==> src/rtl/data_store_buffer.sv <==
`default_nettype none
// ============================================================================
// Module   : data_store_buffer
// Purpose  : Posted store FIFO plus load sequencer in front of data_mem.
// Revision : 1.0 - initial release
// ============================================================================
module data_store_buffer #(
    parameter int DEPTH = 4
) (
    input  logic        clk,
    input  logic        rst_n,
    input  logic [31:0] cpu_addr,
    input  logic [31:0] cpu_write_data,
    input  logic        cpu_memwrite,
    input  logic        cpu_memread,
    input  logic [3:0]  cpu_sign_mask,
    output logic [31:0] cpu_read_data,
    output logic        cpu_stall,
    output logic [31:0] mem_addr,
    output logic [31:0] mem_write_data,
    output logic        mem_memwrite,
    output logic        mem_memread,
    output logic [3:0]  mem_sign_mask,
    input  logic [31:0] mem_read_data,
    input  logic        mem_stall
);

    localparam int IDX_W = $clog2(DEPTH);
    localparam int PTR_W = IDX_W + 1;
    localparam logic OP_ST = 1'b0;
    localparam logic OP_LD = 1'b1;

    typedef enum logic [1:0] {
        S_IDLE  = 2'd0,
        S_ISSUE = 2'd1,
        S_WAIT  = 2'd2,
        S_LDONE = 2'd3
    } state_t;

    state_t             state_q, state_d;
    logic               op_q, op_d;
    logic [PTR_W-1:0]   wr_ptr_q, wr_ptr_d;
    logic [PTR_W-1:0]   rd_ptr_q, rd_ptr_d;
    logic [PTR_W-1:0]   count_q, count_d;
    logic [31:0]        mem_addr_q, mem_addr_d;
    logic [31:0]        mem_write_data_q, mem_write_data_d;
    logic               mem_memwrite_q, mem_memwrite_d;
    logic               mem_memread_q, mem_memread_d;
    logic [3:0]         mem_sign_mask_q, mem_sign_mask_d;
    logic [31:0]        cpu_read_data_q, cpu_read_data_d;

    // Entry layout: {addr[31:0], data[31:0], sign_mask[3:0]}
    logic [67:0]        fifo_q [DEPTH];
    logic [67:0]        head;
    logic [IDX_W-1:0]   wr_idx;
    logic [IDX_W-1:0]   rd_idx;
    logic               full;
    logic               push;
    logic               pop;

    assign wr_idx = wr_ptr_q[IDX_W-1:0];
    assign rd_idx = rd_ptr_q[IDX_W-1:0];

    // A simultaneous load+store is served as a load; the store is dropped.
    always_comb begin
        full      = (count_q == PTR_W'(DEPTH));
        push      = cpu_memwrite && !cpu_memread && !full;
        cpu_stall = (cpu_memwrite && full) || (cpu_memread && (state_q != S_LDONE));
        head      = fifo_q[rd_idx];
    end

    always_comb begin
        state_d          = state_q;
        op_d             = op_q;
        mem_addr_d       = mem_addr_q;
        mem_write_data_d = mem_write_data_q;
        mem_sign_mask_d  = mem_sign_mask_q;
        mem_memwrite_d   = 1'b0;
        mem_memread_d    = 1'b0;
        cpu_read_data_d  = cpu_read_data_q;
        pop              = 1'b0;

        case (state_q)
            S_IDLE: begin
                // Buffered stores always go first to keep program order.
                if ((count_q != '0) && !mem_stall) begin
                    mem_addr_d       = head[67:36];
                    mem_write_data_d = head[35:4];
                    mem_sign_mask_d  = head[3:0];
                    mem_memwrite_d   = 1'b1;
                    op_d             = OP_ST;
                    state_d          = S_ISSUE;
                end else if (cpu_memread && !mem_stall) begin
                    mem_addr_d       = cpu_addr;
                    mem_sign_mask_d  = cpu_sign_mask;
                    mem_memread_d    = 1'b1;
                    op_d             = OP_LD;
                    state_d          = S_ISSUE;
                end
            end
            S_ISSUE: begin
                state_d = S_WAIT;
            end
            S_WAIT: begin
                if (!mem_stall) begin
                    if (op_q == OP_ST) begin
                        pop     = 1'b1;
                        state_d = S_IDLE;
                    end else begin
                        cpu_read_data_d = mem_read_data;
                        state_d         = S_LDONE;
                    end
                end
            end
            S_LDONE: begin
                state_d = S_IDLE;
            end
            default: begin
                state_d = S_IDLE;
            end
        endcase
    end

    always_comb begin
        wr_ptr_d = wr_ptr_q;
        rd_ptr_d = rd_ptr_q;
        count_d  = count_q;
        if (push) begin
            wr_ptr_d = (wr_ptr_q == PTR_W'(DEPTH - 1)) ? '0 : wr_ptr_q + 1'b1;
        end
        if (pop) begin
            rd_ptr_d = (rd_ptr_q == PTR_W'(DEPTH - 1)) ? '0 : rd_ptr_q + 1'b1;
        end
        case ({push, pop})
            2'b10:   count_d = count_q + 1'b1;
            2'b01:   count_d = count_q - 1'b1;
            default: count_d = count_q;
        endcase
    end

    always_ff @(posedge clk or negedge rst_n) begin
        if (!rst_n) begin
            state_q          <= S_IDLE;
            op_q             <= OP_ST;
            wr_ptr_q         <= '0;
            rd_ptr_q         <= '0;
            count_q          <= '0;
            mem_addr_q       <= '0;
            mem_write_data_q <= '0;
            mem_memwrite_q   <= 1'b0;
            mem_memread_q    <= 1'b0;
            mem_sign_mask_q  <= '0;
            cpu_read_data_q  <= '0;
        end else begin
            state_q          <= state_d;
            op_q             <= op_d;
            wr_ptr_q         <= wr_ptr_d;
            rd_ptr_q         <= rd_ptr_d;
            count_q          <= count_d;
            mem_addr_q       <= mem_addr_d;
            mem_write_data_q <= mem_write_data_d;
            mem_memwrite_q   <= mem_memwrite_d;
            mem_memread_q    <= mem_memread_d;
            mem_sign_mask_q  <= mem_sign_mask_d;
            cpu_read_data_q  <= cpu_read_data_d;
        end
    end

    // Storage needs no reset: occupancy is tracked by count_q.
    always_ff @(posedge clk) begin
        if (push) begin
            fifo_q[wr_idx] <= {cpu_addr, cpu_write_data, cpu_sign_mask};
        end
    end

    assign mem_addr       = mem_addr_q;
    assign mem_write_data = mem_write_data_q;
    assign mem_memwrite   = mem_memwrite_q;
    assign mem_memread    = mem_memread_q;
    assign mem_sign_mask  = mem_sign_mask_q;
    assign cpu_read_data  = cpu_read_data_q;

endmodule
`default_nettype wire

==> config.mk <==
export PLATFORM = sky130hd
export DESIGN_NAME = data_store_buffer
export DESIGN_NICKNAME = d
export VERILOG_FILES = /design/src/rtl/data_store_buffer.sv
export SDC_FILE = /design/constraint.sdc
export NUM_CORES = 1
export LEC_CHECK = 0
export BUFFER_PORTS_ARGS = -buffer_cell sky130_fd_sc_hd__clkbuf_2
export CORE_AREA = 2 2 185 187
export DETAILED_ROUTE_END_ITERATION = 12
export DIE_AREA = 0 0 187 189
export HOLD_SLACK_MARGIN = 0.06
export PLACE_DENSITY = 0.67
export SLEW_MARGIN = 25
export SYNTH_ARGS = -nofsm -noshare
export SYNTH_HDL_FRONTEND = slang
export SYNTH_SLANG_ARGS = --single-unit
==> constraint.sdc <==
create_clock -name clk -period 3.14 [get_ports clk]
set_clock_uncertainty 0.2 [all_clocks]
set_input_delay 0.157 -clock clk [delete_from_list [all_inputs] [get_ports clk]]
set_output_delay 0.157 -clock clk [all_outputs]
set_load 0.02 [all_outputs]
==> key figures <==
Outcome
  • Status: complete, no violations

Clock tree
  • Worst-Skew Late Latency: 530 ps
  • # resized after CTS: 0
  • CTS sink count: 386
  • H-tree Lvls: 2
  • CTS buffer count: 41
  • Clk slew on worst S/H paths: 60 ps
  • Post-CTS Hold Fix Bufs: 104
  • Root Driver: clkbuf_16
  • Setup Fix Bufs, Post-CTS: 0
  • TritonCTS clock tree: yes
  • Maximum clock insertion buffer count: 3

Detailed routing
  • Total Routed Length: 31.90 mm
  • Number of DRC markers in iteration 0: 595
  • Antenna Violating Nets Remaining: 0
  • Pre-antenna DRT Iters: 5
  • Routed wire per std cell: 20.41 um
  • Vias per inst: 5.308
  • Vias: 8297
  • DRC viols: 0

Worst setup path
  • CP Max Fanout: 9
  • Worst EP required: 3380 ps
  • Critical Path Stages: 7
  • Critical path endpoint category: flop
  • Nature of the critical path startpoint: flop
  • Crit path kind: flop to flop
  • WP data arrival: 2600 ps
  • Crit path buffers/inverters: 1
  • Reg2Reg Setup Slack: 790 ps
  • Worst R2R End: count_q[2]
  • Crit-path max cell delay: 550 ps
  • Cells on worst reg2reg path: 7
  • Reg-to-reg critical path startpoint: state_q[1]
  • Crit path cell chain: nor4b_2, ha_1, inv_1, fa_1, xor2_1, nor2_1, xor2_1
  • CP delay by family, top: adder cells
  • CP most frequent cell: xor2_1
  • Slowest CP cell: dfrtp_1

Yosys
  • Cell variety after synth: 42
  • Share of the yosys chip area belonging to registers: 0.7430
  • Net count after synthesis: 864
  • Area share of the largest cell type after synthesis: 0.5507
  • Ys Warns: 0
  • Synth Cell Area: 0.01483 mm2
  • Top post-synthesis cells by area: edfxtp_1, dfrtp_1, mux4_2
  • Dominant cell type by area after synthesis: edfxtp_1
  • Syn_area_per_cell: 19.72 um2
  • Cell count after synthesis: 752
  • #FFs+latches synth: 386

Floorplanning
  • Die Y: 189 um
  • Core area: 0.03328 mm2
  • IO Count: 208
  • Rows: 67
  • Initial core utilization: 0.4457
  • Die ar.: 0.03534 mm2
  • Die W: 187 um

Final layout
  • Register area: 0.01103 mm2
  • Finished Layout Cells: 1563
  • Fraction of layout cells with a size suffix above 1: 0.3901
  • Multi-input gate area: 0.003503 mm2
  • Nets: 1194
  • Area added between synthesis and finish: 26.70%
  • Fillcell total: 2603
  • Diodes inserted: 0

STA
  • Setup TNS: 0 ps
  • Max-slew violations: 0
  • Post-route clock period utilization: 0.7500
  • Rel. slew slack: 0.3991
  • Time the worst path needs with I/O delays and setup: 2355 ps
  • Final setup viols: 0
  • Hold Slack: 33.39 ps
  • RSZ-0062 raised after global routing: false
  • Final Hold Viols: 0
  • Max frequency: 0.4246 GHz
  • Worst Tran Pin Value: 901.4 ps

Placement
  • Port Buffers: 207
  • HPWL Detailed: 18.54 mm
  • Final GP Congestion: 0.7319
  • Inst Count DP: 1383

Run
  • Maxcap violations: 0

GRT
  • GRT Util Overall: 0.1839
  • GRT overflow: 0
  • First-pass GRT wire length: 50.55 mm
  • Antenna violations before repair: 0
  • Vias in the first global route: 8787
  • Largest net degree at the start of global routing: 83

Min path
  • Min-delay worst type: primary input to async pin

Power
  • Pleak: 7.076 nW
  • PD cells: 893.4 mW/mm2
  • Worst vdd ir: 0.0004596 V
==> worst max path at each step <==
stage / to / startpoint / slack (ps)
floorplan: fifo_q[3][0] / count_q[0] / 710
global placement: mem_write_data[3] / rd_ptr_q[0] / 810
detailed placement: mem_write_data[22] / rd_ptr_q[0] / 750
CTS: mem_write_data[22] / rd_ptr_q[0] / 730
global route: count_q[2] / state_q[1] / 560
finish: count_q[2] / state_q[1] / 790
==> sequential cells by signal, indices dropped and copies added, names as in the netlist <==
signal          count
mem_sign_mask       4
mem_memread         1
mem_addr           32
mem_write_data     32
wr_ptr_q            3
rd_ptr_q            3
mem_memwrite        1
state_q             2
cpu_read_data      32
op_q                1
count_q             3
fifo_q            272
==> cells in the final DEF, fill, tap and decap left out, drive strengths merged <==
cell,Yosys,routed
nor4b,2,2
clkbuf,14,270
a21oi,5,5
mux4,68,68
o311a,1,1
o21a,1,1
a22oi,17,17
o2bb2ai,17,17
ha,6,6
clkinv,1,11
clkinvlp,0,1
nand2b,2,2
xor2,2,2
a31oi,19,19
edfxtp,272,272
mux2,67,67
nor3,19,19
dlygate4sd3,0,104
or3,1,1
inv,10,11
a21o,1,1
buf,36,27
a211oi,19,19
nand3,19,19
a32o,1,1
o21ai,22,22
dfrtp,114,114
xnor2,1,1
and2,5,5
nand2,2,2
fa,1,1
mux2i,3,3
and3,1,1
nor2,3,3
==> synth_stat cells, drive strengths merged <==
cell type	n
o21ai	22
nand2b	2
and2	5
o2bb2ai	17
mux2	67
inv	10
or3	1
a211oi	19
a21o	1
fa	1
a21oi	5
nand2	2
nor3	19
clkbuf	14
o311a	1
and3	1
buf	36
mux2i	3
a32o	1
nor2	3
clkinv	1
nor4b	2
o21a	1
xnor2	1
xor2	2
nand3	19
a22oi	17
ha	6
edfxtp	272
dfrtp	114
mux4	68
a31oi	19
==> power breakdown <==
part / leakage [nW] / switching (mW) / internal (mW) / total, mW
logic: 2.61 / 2.67 / 2.32 / 4.99
clock network: 0.624 / 1.87 / 2.64 / 4.51
registers: 3.84 / 0.728 / 6.56 / 7.29
==> through the flow <==
stage / power [mW] / util / instance area, um2 / setup WS, ps
floorplan: 10.67 / - / 14840 / 710.7
CTS: 17.02 / 0.5647 / 18790 / 730.3
global placement: 12.27 / 0.4953 / 16480 / 805.7
finish: 16.79 / 0.5647 / 18790 / 785.1
global route: 17.64 / 0.5647 / 18790 / 556.3
detailed placement: 12.37 / 0.4953 / 16480 / 751.1
==> kinds of logic (layout without fill, tap and decap cells) <==
group,Yosys count,count (layout),synth area share
fa+ha+maj,7,7,0.006411
simple gates,54,54,0.02134
xor+xnor,3,3,0.001772
buf+inv,61,424,0.02244
flops,386,386,0.7430
mux,138,138,0.1561
compound gates,103,103,0.04892
==> layout make-up <==
class	instances	share of cell area
Timing Repair Buffer	337	0.1272
Clock inverter	12	0.003395
Multi-Input combinational cell	305	0.1864
Inverter	11	0.002197
Clock buffer	64	0.06411
Tap cell	448	0.02983
Sequential cell	386	0.5868
==> per-layer routing <==
layer / routed length, um / part of all wire / global-route usage / vias up
met4: 558 / 0.017 / 0.04884 / 0
met5: 0 / 0 / 0 / -
met1: 13630 / 0.43 / 0.2448 / 4281
met3: 1632 / 0.051 / 0.03188 / 47
met2: 16070 / 0.50 / 0.3156 / 270
li1: - / - / - / 3699
(Power assumes the default switching activity.)
